<file path="src/rtl/pipeline_hazard_sequencer.sv">
// Stall/flush sequencer for a 5-stage pipeline.
// Merges load-use stalls, ID-stage redirects and data-memory wait into one
// prioritised set of pipeline-register enables and flushes. A small FSM
// stretches redirects over several IF/ID flush cycles, a watchdog traps
// memory accesses that never complete, and two saturating counters record
// stall and redirect activity.
module pipeline_hazard_sequencer #(
    parameter int CNT_W            = 32,
    parameter int REDIRECT_BUBBLES = 1,
    parameter int MEM_TIMEOUT      = 16
) (
    input  logic             clk,
    input  logic             rst_n,
    input  logic             Stall,
    input  logic             Branch,
    input  logic             Jump,
    input  logic             mem_req,
    input  logic             mem_ready,
    output logic             PCWrite,
    output logic             IFWrite,
    output logic             IDEXWrite,
    output logic             EXMEMWrite,
    output logic             IFID_flush,
    output logic             IDEX_flush,
    output logic             MEMWB_bubble,
    output logic             err,
    output logic [1:0]       state,
    output logic [CNT_W-1:0] stall_cnt,
    output logic [CNT_W-1:0] flush_cnt
);

    localparam logic [1:0] ST_RUN   = 2'd0;
    localparam logic [1:0] ST_FLUSH = 2'd1;
    localparam logic [1:0] ST_ERROR = 2'd2;

    // Watchdog counter only needs to reach MEM_TIMEOUT-1.
    localparam bit WD_EN   = (MEM_TIMEOUT != 0);
    localparam int TO_LAST = (MEM_TIMEOUT > 0) ? MEM_TIMEOUT - 1 : 0;
    localparam int WAIT_W  = (MEM_TIMEOUT > 1) ? $clog2(MEM_TIMEOUT) : 1;
    localparam logic [3:0] BUBBLE_LOAD = 4'(REDIRECT_BUBBLES - 1);

    logic [1:0]        state_reg, state_next;
    logic [3:0]        bubble_reg, bubble_next;
    logic [WAIT_W-1:0] wait_reg, wait_next;
    logic [1:0]        cnt_inc;   // [0] stall_cnt, [1] flush_cnt

    logic frozen;
    logic redirect;

    assign frozen   = mem_req & ~mem_ready;
    assign redirect = Branch | Jump;

    // State, bubble and watchdog registers.
    always_ff @(posedge clk or negedge rst_n) begin
        if (!rst_n) begin
            state_reg  <= ST_RUN;
            bubble_reg <= '0;
            wait_reg   <= '0;
        end else begin
            state_reg  <= state_next;
            bubble_reg <= bubble_next;
            wait_reg   <= wait_next;
        end
    end

    // Next-state logic: ERROR traps, a memory freeze holds everything but the
    // watchdog, FLUSH counts down its bubbles, RUN accepts stalls then redirects.
    always_comb begin
        state_next  = state_reg;
        bubble_next = bubble_reg;
        wait_next   = '0;
        cnt_inc     = 2'b00;
        if (state_reg == ST_ERROR) begin
            wait_next = wait_reg;
        end else if (frozen) begin
            cnt_inc[0] = 1'b1;
            if (WD_EN) begin
                wait_next = wait_reg + 1'b1;
                if (wait_reg == WAIT_W'(TO_LAST)) begin
                    state_next = ST_ERROR;
                end
            end
        end else if (state_reg == ST_FLUSH) begin
            if (bubble_reg <= 4'd1) begin
                state_next  = ST_RUN;
                bubble_next = '0;
            end else begin
                bubble_next = bubble_reg - 4'd1;
            end
        end else if (Stall) begin
            cnt_inc[0] = 1'b1;
        end else if (redirect) begin
            cnt_inc[1] = 1'b1;
            if (REDIRECT_BUBBLES > 1) begin
                state_next  = ST_FLUSH;
                bubble_next = BUBBLE_LOAD;
            end
        end
    end

    // Same-cycle pipeline enables and flushes in priority order.
    always_comb begin
        PCWrite      = 1'b1;
        IFWrite      = 1'b1;
        IDEXWrite    = 1'b1;
        EXMEMWrite   = 1'b1;
        IFID_flush   = 1'b0;
        IDEX_flush   = 1'b0;
        MEMWB_bubble = 1'b0;
        if (!rst_n) begin
            PCWrite      = 1'b0;
            IFWrite      = 1'b0;
            IDEXWrite    = 1'b0;
            EXMEMWrite   = 1'b0;
            IFID_flush   = 1'b1;
            IDEX_flush   = 1'b1;
            MEMWB_bubble = 1'b1;
        end else if (state_reg == ST_ERROR) begin
            PCWrite    = 1'b0;
            IFWrite    = 1'b0;
            IDEXWrite  = 1'b0;
            EXMEMWrite = 1'b0;
        end else if (frozen) begin
            PCWrite      = 1'b0;
            IFWrite      = 1'b0;
            IDEXWrite    = 1'b0;
            EXMEMWrite   = 1'b0;
            MEMWB_bubble = 1'b1;
        end else if (state_reg == ST_FLUSH) begin
            IFID_flush = 1'b1;
        end else if (Stall) begin
            PCWrite    = 1'b0;
            IFWrite    = 1'b0;
            IDEX_flush = 1'b1;
        end else if (redirect) begin
            IFID_flush = 1'b1;
        end
    end

    // Saturating performance counters, one per event class.
    genvar gi;
    generate
        for (gi = 0; gi < 2; gi++) begin : g_perf
            logic [CNT_W-1:0] cnt_reg;
            // Count up on the event, sticking at all-ones.
            always_ff @(posedge clk or negedge rst_n) begin
                if (!rst_n) begin
                    cnt_reg <= '0;
                end else if (cnt_inc[gi] && (cnt_reg != '1)) begin
                    cnt_reg <= cnt_reg + 1'b1;
                end
            end
        end
    endgenerate

    assign stall_cnt = g_perf[0].cnt_reg;
    assign flush_cnt = g_perf[1].cnt_reg;
    assign state     = state_reg;
    assign err       = (state_reg == ST_ERROR);

endmodule
</file>
<file path="config.mk">
export PLATFORM = sky130hd
export DESIGN_NAME = pipeline_hazard_sequencer
export DESIGN_NICKNAME = d
export VERILOG_FILES = /design/src/rtl/pipeline_hazard_sequencer.sv
export SDC_FILE = /design/constraint.sdc
export NUM_CORES = 1
export LEC_CHECK = 0
export CORE_MARGIN = 4
export CORE_UTILIZATION = 50
export CTS_BUF_LIST = sky130_fd_sc_hd__clkbuf_4 sky130_fd_sc_hd__clkbuf_8
export DETAILED_ROUTE_END_ITERATION = 16
export DONT_BUFFER_PORTS = 1
export MAX_ROUTING_LAYER = met4
export PLACE_DENSITY_LB_ADDON = 0.1
export SLEW_MARGIN = 10
export SYNTH_ARGS = -nofsm -noshare
export SYNTH_HDL_FRONTEND = slang
export SYNTH_SLANG_ARGS = --single-unit
export TNS_END_PERCENT = 50
</file>
<file path="constraint.sdc">
create_clock -name clk -period 2 [get_ports clk]
set_clock_uncertainty 0.15 [all_clocks]
set_input_delay 0.2 -clock clk [delete_from_list [all_inputs] [get_ports clk]]
set_output_delay 0.2 -clock clk [all_outputs]
set_load 0.03 [all_outputs]
</file>
### Word-level counts from Yosys, hierarchy flattened

Cells that the tools add are included.

* $add $sub $neg: 4
* eq/ne operators: 6
* reduce and logical (&&, ||, !) cells: 6
* magnitude comparators: 1
* bitwise gates (word level): 5
* muxes and demuxes: 32

Operators with widths (number)
* adder 32 x 1 -> 32 bit, second input constant: 2
* inequality test 32 bit, second input constant: 2
* two-way mux 1 bit: 24
* two-way mux 2 bit: 6
* two-way mux 4 bit: 2
* adder 4 x 1 -> 4 bit, second input constant: 1
* equality test 4 bit, second input constant: 1
* less-or-equal comparator 4 x 1 -> 1 bit, second input constant: 1
* AND reduction 4 bit: 1
* nonzero test 2 bit: 2
* subtractor 4 x 1 -> 4 bit, second input constant: 1
* inverter 1 bit: 3
* AND reduction 3 bit: 1
* equality test 2 x 1 -> 1 bit, second input constant: 1
* equality test 2 bit, second input constant: 1
* logical AND 1 bit: 2
* inequality test 2 x 1 -> 1 bit, second input constant: 1
* AND 1 bit: 1
* OR 1 bit: 1

* logic and storage cells: 59
* register bits after elaboration: 74
* bits of input ports: 7

### Depth between registers and ports, before layout

* depth in word-level cells: 7
* mapped depth: 8
* gate-level depth less buffers: 6

### Least setup slack after synthesis

Ideal clock, no wire load.

* kind: reg-to-output
* from: reg state_reg[1], in the netlist state[1]
* to: out PCWrite
* setup slack: -0.416 ns
* required time: 1.650 ns
* stages on the path, launching flop included: 6
* buffers on the path: 2
* arrival: 2.066 ns
* path through: dfrtp_1 clkbuf_1 inv_1 and3_1 nor2b_1 buf_4

* cells in the longest elaborated chain, start to end: 5

RTL lines
* start: declaration: RTL line 42 `logic [1:0] state_reg, state_next;`
* start signal: assignment: RTL line 60 `state_reg <= state_next;`
* equality test 2 x 1 -> 1 bit: RTL line 129 `end else if (state_reg == ST_FLUSH) begin`
* two-way mux 1 bit (2 in series)
* two-way mux 1 bit * (2 in series)
* end: declaration: RTL line 19 `output logic PCWrite,`

Every way passes the cells marked *; elsewhere a longest branch is shown, timed or not.

### Final worst setup path

* from: reg g_perf[0].cnt_reg[0], in the netlist stall_cnt[0]
* to: reg g_perf[0].cnt_reg[28], in the netlist stall_cnt[28]

* cells in the longest elaborated chain, start to end: 2

RTL lines
* start: declaration: RTL line 144 `logic [CNT_W-1:0] cnt_reg;`
* start signal: assignment: RTL line 150 `cnt_reg <= cnt_reg + 1'b1;`
* parallel branches: the longest is 2 deep, another holds adder 32 x 1 -> 32 bit

Parallel ways; which one is timed is not known.
A chain may end at the register's enable or synchronous reset.

==> summary.log <==
qor: clock_network.h-tree-depth 3
qor: yosys.syn-instance-count 335
qor: route.drt-wirelength-per-cell 16.2 um
qor: sta.fmaxAchievable 0.507 GHz
qor: sta.timing.hold.ws 0.0369 ns
qor: placed_design.place_hpwl 6250 um
qor: yosys.synth-edff-count 0
qor: global_route.grt_start_max_net_pins 70
qor: route.viasPerCell 5.37
qor: sta.fin_crit_sh 98.5%
qor: die.num_io_pins 81
qor: sta.finalWorstPathRequiredPeriod 1.97 ns
qor: layout.nNetsFinal 436
qor: clock_network.cts.clk_slew.worst_paths 0.07 ns
qor: power_and_ir_drop.fin_total_pwr 2.64 mW
qor: layout.final_cell_area_excluding_filler_cells 4710 um2
qor: yosys.synthFlopType sky130_fd_sc_hd__dfrtp_1
qor: global_route.antenna_found_initial 0
qor: global_route.groute.usage.overall 21.6%
qor: die.core.rowCount 30
qor: yosys.ys_seq_elements 69
qor: yosys.synth.cells.most_frequent 69 x sky130_fd_sc_hd__dfrtp_1, 38 x sky130_fd_sc_hd__xnor2_1, 28 x sky130_fd_sc_hd__nand2_1, 27 x sky130_fd_sc_hd__nand3_1, 22 x sky130_fd_sc_hd__nand4_1
qor: global_route.first_global_vias 2,911
qor: worst_setup_path.setup.worst_path.start_class flop
qor: sta.setup_ws 0.0291 ns
qor: yosys.seq_area_frac_synth 48.9%
qor: sta.setup_viol 0
qor: die.floorplan.die.width 92.0 um
qor: worst_setup_path.worst_path_max_delay_cell sky130_fd_sc_hd__or4_4
qor: power_and_ir_drop.p_leak 2.18 nW
qor: sta.rsz_0062_raised_after_global_routing true
qor: outcome.outcome completed
qor: worst_setup_path.setup.worst_path.end_class flop
qor: sta.drv_slew 0
qor: clock_network.tritoncts_num_sinks 69
qor: sta.totalNegativeSetupSlack 0 ns
qor: min_path.holdPathStages 2
qor: die.floorplan.die_area 8460 um2
qor: layout.fraction_of_final_layout_cells_with_drive_strength_greater_than_1 39.7%
qor: flow_run.max_cap_viol_count 0
qor: placed_design.dpl-instance-area 4340 um2
qor: sta.max_slew_margin 59.0%
qor: route.drt_drc_violations_left 0
qor: yosys.synthArstFlopShare 100%
qor: route.postRouteAntennaNets 0
qor: die.core-area 6830 um2
qor: global_route.grt_overflow 0
qor: route.drt-pass1-iter-count 4
qor: layout.num_antenna_cells 0
qor: yosys.synth.largest_area_cell sky130_fd_sc_hd__dfrtp_1
qor: yosys.netlist_top_cells_area sky130_fd_sc_hd__dfrtp_1 49%, sky130_fd_sc_hd__xnor2_1 9.4%, sky130_fd_sc_hd__xor2_1 5.2%, sky130_fd_sc_hd__nand4_1 3.9%, sky130_fd_sc_hd__nand3_1 3.8%
qor: worst_setup_path.rr_endpoint stall_cnt[28]
qor: min_path.holdCritPathClass in2reg
qor: worst_setup_path.setup.worst_path.class reg2reg
qor: worst_setup_path.cp_data_required_time 2.11 ns
qor: worst_setup_path.cp_slowest_stage_delay 0.50 ns
qor: clock_network.cts_inserted_buffers 9
qor: yosys.yosys_warnings 0
qor: min_path.timing.hold.worst.start mem_req
qor: placed_design.detailedPlace.worstSlack -0.0202 ns
qor: route.detail_route.iter0.violations 99
qor: placed_design.place.port_buffers 0
qor: clock_network.clockBufferDepth 2
qor: worst_setup_path.r2r.worst_path.cells 6
qor: worst_setup_path.sequence_of_cells_on_the_critical_path ha_1 -> and4_4 -> o2111ai_4 -> or4_4 -> nor3_4 -> xor2_1
qor: clock_network.clk-insertion-delay-late 0.34 ns
qor: worst_setup_path.reg2reg_from stall_cnt[0]
qor: power_and_ir_drop.power_density 561 nW/um2
qor: global_route.grt_first_pass_wirelength 14,300 um
qor: sta.worst_slew_pin_tran 0.613 ns
qor: yosys.yosys.cell_count.top_type sky130_fd_sc_hd__dfrtp_1
qor: worst_setup_path.cp.arrival 2.08 ns
qor: layout.areaGrowthSynthToFinish 33.4%
qor: worst_setup_path.setup.reg_to_reg.worst_slack 0.03 ns
qor: worst_setup_path.critical_path.max_fanout 4
qor: yosys.synth_cell_type_count 47
qor: clock_network.cts_tree yes
qor: sta.hold_viol_final 0
qor: route.via_count 2,828
qor: clock_network.clock-root-buffer sky130_fd_sc_hd__clkbuf_8
qor: yosys.net_count_synth 345
qor: yosys.avgSynthCellArea 10.5 um2
qor: worst_setup_path.cp.buffers_inverters 0
qor: worst_setup_path.critPathTopFamily simple AND/OR/NAND/NOR gates
qor: die.die_h 92.0 um
qor: power_and_ir_drop.ir_drop 353 uV
qor: die.floorplan.initialDensity 51.6%
qor: min_path.holdPathEnd wait_reg[3]
qor: yosys.netlist_area 3530 um2
qor: route.wirelength 8540 um
qor: placed_design.routability_congestion 0.877
qor: yosys.yosys.area.top_type_share 48.9%
routing by layer:
metal	wire, um	GRT usage [%]	vias up
met4	87	6.31	0
li1	-	-	1386
met3	555	5.50	10
met1	3630	26.7	1362
met5	0	-	-
met2	4270	35.4	70
stage by stage:
step,instances,utilization (%)
floorplan,335,-
global placement,502,63.5
detailed placement,502,63.5
CTS,521,67.2
global route,527,68.9
finish,527,68.9
logic make-up after synthesis:
logic type               count (synthesis)  synth area share (%)
flip-flops                              69                  48.9
adder cells (fa/ha/maj)                  3                  1.06
buffers and inverters                   21                  2.84
XOR/XNOR                                59                  14.6
other                                    1                 0.106
AND/OR/NAND/NOR                        159                  26.0
AO/OA/AOI/OAI                           20                  5.35
multiplexers                             3                  1.06
placed cells by master, fill, tap and decap left out, types with 2 or more instances in the layout:
| cell type | n |
|---|---|
| sky130_fd_sc_hd__buf_4 | 89 |
| sky130_fd_sc_hd__dfrtp_1 | 42 |
| sky130_fd_sc_hd__xnor2_1 | 38 |
| sky130_fd_sc_hd__dfrtp_2 | 27 |
| sky130_fd_sc_hd__nand2_1 | 26 |
| sky130_fd_sc_hd__nand3_1 | 25 |
| sky130_fd_sc_hd__nand4_1 | 22 |
| sky130_fd_sc_hd__xor2_1 | 21 |
| sky130_fd_sc_hd__and3_1 | 15 |
| sky130_fd_sc_hd__nor3_1 | 12 |
| sky130_fd_sc_hd__nor2_1 | 10 |
| sky130_fd_sc_hd__clkbuf_8 | 10 |
| sky130_fd_sc_hd__o21ai_0 | 8 |
| sky130_fd_sc_hd__inv_1 | 7 |
| sky130_fd_sc_hd__and4_1 | 6 |
| sky130_fd_sc_hd__and2_1 | 5 |
| sky130_fd_sc_hd__nor4_1 | 4 |
| sky130_fd_sc_hd__nor4_2 | 4 |
| sky130_fd_sc_hd__nor3_4 | 3 |
| sky130_fd_sc_hd__nor2_2 | 3 |
| sky130_fd_sc_hd__or4_4 | 2 |
| sky130_fd_sc_hd__nand2_2 | 2 |
| sky130_fd_sc_hd__and3_4 | 2 |
| sky130_fd_sc_hd__mux2_4 | 2 |
| sky130_fd_sc_hd__and4_4 | 2 |
| sky130_fd_sc_hd__nand3_2 | 2 |
| sky130_fd_sc_hd__nand4b_1 | 2 |
| sky130_fd_sc_hd__ha_1 | 2 |
| sky130_fd_sc_hd__clkinv_2 | 2 |
| sky130_fd_sc_hd__clkbuf_4 | 2 |
| sky130_fd_sc_hd__dlygate4sd3_1 | 2 |
| sky130_fd_sc_hd__buf_12 | 2 |
what timing repair did:
item	in CTS	in global routing
buffers inserted	0	6
endpoints found under the hold margin	70	0
hold buffers	3	0
cloned	0	0
resized for setup	3	14
endpoints found under the setup margin	3	36
pin swaps	0	5
where the power goes:
group	switching (mW)	internal (mW)	total, mW
sequential	0.00440	1.40	1.40
clock	0.519	0.634	1.15
combinational	0.0612	0.0244	0.0856
total	0.585	2.06	2.64
how the worst max path moves through the flow:
stage / from / to / slack (ns) / cells past startpoint
global route: flush_cnt[17] / flush_cnt[23] / -0.12 / 6
global placement: stall_cnt[0] / stall_cnt[28] / 0.00007 / 6
floorplan: state[1] / flush_cnt[1] / -0.11 / 5
finish: stall_cnt[0] / stall_cnt[28] / 0.03 / 6
detailed placement: stall_cnt[14] / stall_cnt[29] / -0.02 / 6
CTS: stall_cnt[1] / stall_cnt[28] / -0.004 / 6
cell type report:
cell class	instances	area, um2
timing repair buffer	94	756
sequential	69	1760
clock inverter	4	47.5
fill	564	2120
tap	96	120
clock buffer	12	153
inverter	7	26.3
multi-input combinational	245	1840
worst register-to-register path: cells and delay by family, from the launching register on:
kind            cells  cell delay, ns
compound gates      1            0.15
simple gates        3            0.92
xor+xnor            1            0.15
fa+ha+maj           1            0.16
flops               1            0.37
No activity file was read; power rests on OpenSTA's default activity.
